**src/rtl/arm_mem_pkg.sv**
```systemverilog
`default_nettype none
// +--------------------------------------------------------------------+
// | arm_mem_pkg: FSM encoding and default geometry for the MEM/SRAM path |
// | Rev 1.0                                                            |
// +--------------------------------------------------------------------+
package arm_mem_pkg;

    localparam int C_DATA_W      = 32;
    localparam int C_SRAM_DQ_W   = 16;
    localparam int C_SRAM_ADDR_W = 18;
    localparam int C_BASE_ADDR   = 1024;
    localparam int C_WAIT_CYCLES = 1;

    localparam logic [1:0] C_ST_IDLE = 2'd0;
    localparam logic [1:0] C_ST_LOW  = 2'd1;
    localparam logic [1:0] C_ST_HIGH = 2'd2;
    localparam logic [1:0] C_ST_DONE = 2'd3;

    typedef enum logic {
        OP_READ  = 1'b0,
        OP_WRITE = 1'b1
    } op_e;

endpackage
`default_nettype wire

```
**src/rtl/sram_wait_counter.sv**
```systemverilog
`default_nettype none
// +--------------------------------------------------------------------+
// | sram_wait_counter: per-phase hold counter, terminal count each      |
// | WAIT_CYCLES+1 cycles while not cleared.  Rev 1.0                   |
// +--------------------------------------------------------------------+
module sram_wait_counter #(
    parameter int WAIT_CYCLES = 1
) (
    input  logic clk,
    input  logic rst,
    input  logic clear_i,
    output logic tc_o
);

    generate
        if (WAIT_CYCLES == 0) begin : g_no_wait
            logic w_unused;
            assign w_unused = ^{clk, rst, clear_i};
            assign tc_o     = 1'b1;
        end else begin : g_wait
            localparam int C_CW = $clog2(WAIT_CYCLES + 1);
            logic [C_CW-1:0] cnt_q;

            // Wraps on terminal count so LOW and HIGH share one counter back to back.
            always_ff @(posedge clk or negedge rst) begin
                if (!rst) begin
                    cnt_q <= '0;
                end else if (clear_i || tc_o) begin
                    cnt_q <= '0;
                end else begin
                    cnt_q <= cnt_q + C_CW'(1);
                end
            end

            assign tc_o = (cnt_q == C_CW'(WAIT_CYCLES));
        end
    endgenerate

endmodule
`default_nettype wire

```
**src/rtl/arm_sram_controller.sv**
```systemverilog
`default_nettype none
// +--------------------------------------------------------------------+
// | arm_sram_controller: 32-bit MEM-stage loads/stores served as two    |
// | 16-bit async SRAM half-word phases.  Rev 1.0                       |
// +--------------------------------------------------------------------+
module arm_sram_controller
    import arm_mem_pkg::*;
#(
    parameter int DATA_W      = C_DATA_W,
    parameter int SRAM_DQ_W   = C_SRAM_DQ_W,
    parameter int SRAM_ADDR_W = C_SRAM_ADDR_W,
    parameter int BASE_ADDR   = C_BASE_ADDR,
    parameter int WAIT_CYCLES = C_WAIT_CYCLES
) (
    input  logic                   clk,
    input  logic                   rst,
    input  logic                   wr_en,
    input  logic                   rd_en,
    input  logic [DATA_W-1:0]      address,
    input  logic [DATA_W-1:0]      write_data,
    output logic [DATA_W-1:0]      read_data,
    output logic                   ready,
    output logic [SRAM_ADDR_W-1:0] sram_addr,
    output logic [SRAM_DQ_W-1:0]   sram_dq_o,
    output logic                   sram_dq_oe,
    input  logic [SRAM_DQ_W-1:0]   sram_dq_i,
    output logic                   sram_we_n
);

    logic [1:0]             state_q, state_d;
    op_e                    op_q;
    logic [SRAM_ADDR_W-1:0] h0_q;
    logic [DATA_W-1:0]      wdata_q;
    logic [DATA_W-1:0]      rdata_q;

    logic                   w_req;
    logic                   w_tc;
    logic                   w_active;
    logic [DATA_W-1:0]      w_offset;
    logic                   w_unused_offset;

    assign w_req    = wr_en | rd_en;
    assign w_active = (state_q == C_ST_LOW) || (state_q == C_ST_HIGH);
    assign w_offset = address - DATA_W'(BASE_ADDR);
    // Only the word-index bits survive truncation; out-of-range addresses simply wrap.
    assign w_unused_offset = ^{w_offset[DATA_W-1:SRAM_ADDR_W+1], w_offset[1:0]};

    sram_wait_counter #(
        .WAIT_CYCLES (WAIT_CYCLES)
    ) u_wait (
        .clk     (clk),
        .rst     (rst),
        .clear_i (~w_active),
        .tc_o    (w_tc)
    );

    always_comb begin
        state_d = state_q;
        case (state_q)
            C_ST_IDLE: if (w_req) state_d = C_ST_LOW;
            C_ST_LOW:  if (w_tc)  state_d = C_ST_HIGH;
            C_ST_HIGH: if (w_tc)  state_d = C_ST_DONE;
            default:              state_d = C_ST_IDLE;
        endcase
    end

    always_ff @(posedge clk or negedge rst) begin
        if (!rst) begin
            state_q <= C_ST_IDLE;
            op_q    <= OP_READ;
            h0_q    <= '0;
            wdata_q <= '0;
        end else begin
            state_q <= state_d;
            if (state_q == C_ST_IDLE && w_req) begin
                op_q    <= wr_en ? OP_WRITE : OP_READ;
                h0_q    <= {w_offset[SRAM_ADDR_W:2], 1'b0};
                wdata_q <= write_data;
            end
        end
    end

    // SRAM data is sampled on the final cycle of each read phase.
    always_ff @(posedge clk or negedge rst) begin
        if (!rst) begin
            rdata_q <= '0;
        end else if (op_q == OP_READ && w_tc) begin
            if (state_q == C_ST_LOW) begin
                rdata_q[SRAM_DQ_W-1:0] <= sram_dq_i;
            end else if (state_q == C_ST_HIGH) begin
                rdata_q[DATA_W-1:SRAM_DQ_W] <= sram_dq_i;
            end
        end
    end

    always_comb begin
        sram_addr = '0;
        sram_dq_o = '0;
        if (state_q == C_ST_LOW) begin
            sram_addr = h0_q;
        end else if (state_q == C_ST_HIGH) begin
            sram_addr = {h0_q[SRAM_ADDR_W-1:1], 1'b1};
        end
        if (op_q == OP_WRITE && state_q == C_ST_LOW) begin
            sram_dq_o = wdata_q[SRAM_DQ_W-1:0];
        end else if (op_q == OP_WRITE && state_q == C_ST_HIGH) begin
            sram_dq_o = wdata_q[DATA_W-1:SRAM_DQ_W];
        end
    end

    assign sram_dq_oe = (op_q == OP_WRITE) && w_active;
    assign sram_we_n  = ~sram_dq_oe;
    assign read_data  = rdata_q;
    assign ready      = (state_q == C_ST_DONE) || ((state_q == C_ST_IDLE) && !w_req);

endmodule
`default_nettype wire
```
**config.mk**
```make
export PLATFORM = sky130hd
export DESIGN_NAME = arm_sram_controller
export DESIGN_NICKNAME = d
export VERILOG_FILES = /design/src/rtl/arm_mem_pkg.sv /design/src/rtl/sram_wait_counter.sv /design/src/rtl/arm_sram_controller.sv
export SDC_FILE = /design/constraint.sdc
export NUM_CORES = 1
export LEC_CHECK = 0
export BUFFER_PORTS_ARGS = -buffer_cell sky130_fd_sc_hd__buf_2
export CORE_UTILIZATION = 48
export DETAILED_ROUTE_END_ITERATION = 8
export PLACE_DENSITY = 0.77
export RECOVER_POWER = 25
export SLEW_MARGIN = 20
export SYNTH_ARGS = -nofsm -noshare
export SYNTH_HDL_FRONTEND = slang
export SYNTH_SLANG_ARGS = --single-unit
```
**constraint.sdc**
```tcl
create_clock -name clk -period 2.4 [get_ports clk]
set_clock_uncertainty 0.1 [all_clocks]
set_input_delay 0 -clock clk [delete_from_list [all_inputs] [get_ports clk]]
set_output_delay 0 -clock clk [all_outputs]
set_load 0.005 [all_outputs]
```
==> summary.md <==
| Metric | Value |
|---|---|
| Status | finished, violations left |
| Violated checks | capacitance limit, slew limit |
| Post-DP HPWL | 5740 um |
| CTS tree | yes |
| Peak fanout along the critical path | 16 |
| Fin Hold WS | 0.0829 ns |
| Post-layout minimum cycle time | 2.26 ns |
| Final Hold Viols | 0 |
| DRC viols | 0 |
| Busiest grt layer | met2 |
| RSZ-0062 raised after global routing | false |
| Layout cells sized above 1 | 35.0% |
| Max_cap viols | 1 |
| CP required | 2.30 ns |
| Router iterations before antenna repair | 4 |
| Setup TNS | 0 ns |
| Worst R2R Path Depth | 7 |
| Max clock buf depth | 2 |
| YS warnings | 0 |
| H-tree Lvls | 3 |
| Max VDD drop | 0.558 mV |
| Setup slack, reg-to-reg | 0.17 ns |
| DP Worst Slack | 0.499 ns |
| Via density | 4.96 |
| R2R Path Start | state_q[0] |
| GR Util met1 | 30.1% |
| Worst-Skew Late Latency | 0.35 ns |
| Met3 usage in global routing | 5.45% |
| Initial Util | 50.1% |
| CTS buffer count | 9 |
| IO buf count | 137 |
| Commonest non-fill, non-tap cell in the layout | buf_2 |
| Worst Path Arrival | 2.16 ns |
| Count of cells along the worst hold path | 4 |
| Slew Limit Fails | 33 |
| Vias | 3282 |
| Total gr overflow | 0 |
| Die X | 89.3 um |
| GRT Resource Usage Total | 25.0% |
| WL/cell | 14.4 um |
| Gpl congestion | 0.734 |
| FF-to-FF End | h0_q[12] |
| Vias in the first global route | 3207 |
| Hold Crit Start | rd_en |
| Fin worst setup slack | 0.139 ns |
| Final WL | 9560 um |
| Antenna violations before repair | 0 |
| PwrDens | 1140 nW/um2 |
| Nets | 647 |
| DR iter-0 viols | 107 |
| Slew margin rel. | -11.1% |
| Crit share post-route | 94.2% |
| Most frequent cells in the layout | 136 x buf_2, 128 x nand2_1, 85 x dfrtp_1 |
| Synth Cell Area | 3660 um2 |
| Clk sinks | 85 |
| CTS clk-pin slew, worst paths | 0.09 ns |
| Met2 Use GR | 43.7% |
| Cell Rows | 31 |
| Final setup viols | 0 |
| First-pass GRT wire length | 14900 um |
| Fmax | 0.442 GHz |
| Postcts setup bufs | 0 |
| #FFs+latches synth | 85 |
| CTS Root Cell | clkbuf_8 |
| Cells after Synth | 349 |
| Syn Area/Cell | 10.5 um2 |
| Unique masters post-synth | 30 |
| Area delta synth->final | 48.8% |
| Post-synthesis sequential area ratio | 58.2% |
| Pleak | 0.00279 uW |
| CP Class | reg -> out |
| Total die area | 7970 um2 |
| Class of the worst hold path | in -> reg |
| Post-synthesis net count | 438 |
| Largest net degree at the start of global routing | 55 |
| Worst Hold Endpoint | wdata_q[2] |
| Antenna Nets Post-Route | 0 |
| ANT cells | 0 |
| Core ar. | 7290 um2 |
| Startpoint Class | flop |
| Boundary Pins | 153 |
| Setup crit end kind | output pin |
| Die Y | 89.3 um |
| Slew @ Worst Pin | 1.67 ns |
worst max-delay path by stage:
stage | from | endpoint | slack (ns) | depth (start not counted)
2_1_floorplan | state_q[1] | read_data[16] | 0.54 | 6
3_3_place_gp | state_q[1] | read_data[25] | 0.56 | 5
3_5_place_dp | state_q[1] | read_data[25] | 0.50 | 5
4_1_cts | state_q[0] | h0_q[12] | 0.12 | 7
5_1_grt | state_q[1] | sram_dq_o[11] | 0.02 | 5
6_report | state_q[1] | sram_dq_o[11] | 0.14 | 5
sequential cells by signal, summed over array words and instances (netlist names):
register and flops:
h0_q 17, op_q 1, read_data 32, state_q 2, u_wait.tc_o 1, wdata_q 32
power breakdown:
group          internal (uW)  total, uW  leakage (uW)  switching, uW
clock network            494       1040     0.0000968            544
registers               2150       2530       0.00103            382
logic                   1340       2650       0.00167           1300
critical path, stage by stage (launching register included):
cell	delay (ns)
dfrtp_1	0.40
inv_1	0.08
ha_1	0.27
and3b_1	0.69
a22o_1	0.25
buf_2	0.11
layer usage:
metal,part of all wire (%),vias up
met5,0,-
met4,2.2,0
met2,50,120
met3,6.3,19
li1,-,1575
met1,42,1568
logic make-up (layout without fill, tap and decap cells):
| family | Yosys count | count (layout) | synth area share [%] |
|---|---|---|---|
| buffers and inverters | 23 | 237 | 2.46 |
| flip-flops | 85 | 85 | 58.2 |
| XOR/XNOR | 2 | 2 | 0.479 |
| multiplexers | 33 | 33 | 10.2 |
| adder cells (fa/ha/maj) | 5 | 5 | 1.71 |
| AND/OR/NAND/NOR | 166 | 166 | 19.8 |
| AO/OA/AOI/OAI | 35 | 35 | 7.19 |
synthesized netlist by cell type:
cell	number	share of area [%]
nor2_1	7	0.72
xnor2_1	2	0.48
o21a_1	1	0.21
or4_1	2	0.41
o32a_1	1	0.27
mux2_2	33	10
and2_1	1	0.17
buf_2	3	0.41
or3_4	1	0.31
or3b_1	1	0.24
or3_1	2	0.34
clkbuf_1	12	1.2
a22o_1	16	3.8
nor4bb_1	1	0.27
ha_1	5	1.7
nor2b_1	19	3.3
nand2_1	128	13
o21ai_0	6	0.82
a2bb2oi_1	1	0.24
nand3b_1	1	0.21
o21ai_1	1	0.14
or4_4	1	0.31
and3b_1	1	0.24
inv_1	5	0.51
nor3b_1	1	0.21
buf_1	3	0.31
o31ai_1	3	0.62
a31oi_1	5	0.86
a21o_1	1	0.21
dfrtp_1	85	58
timing repair:
| item | CTS | global route |
|---|---|---|
| setup endpoints to repair | 0 | 1 |
| endpoints found under the hold margin | 167 | 0 |
| gates resized for setup | 0 | 1 |
| hold buffers | 73 | 0 |
cell type report:
| type | instances | area (um2) |
|---|---|---|
| sequential | 85 | 2130 |
| fill | 531 | 1850 |
| timing repair buffer | 216 | 1500 |
| multi-input combinational | 241 | 1470 |
| clock buffer | 9 | 124 |
| tap | 99 | 124 |
| clock inverter | 7 | 80.1 |
| inverter | 5 | 18.8 |
metrics by stage:
stage               cell area [um2]  utilization (%)  instances  total power [uW]
global placement               4490             61.5        572              4890
global route                   5440             74.6        662              6700
CTS                            5450             74.7        662              6190
detailed placement             4510             61.9        573              5050
floorplan                      3660                -        349              3940
finish                         5440             74.6        662              6210
No activity file was read; power rests on OpenSTA's default activity.
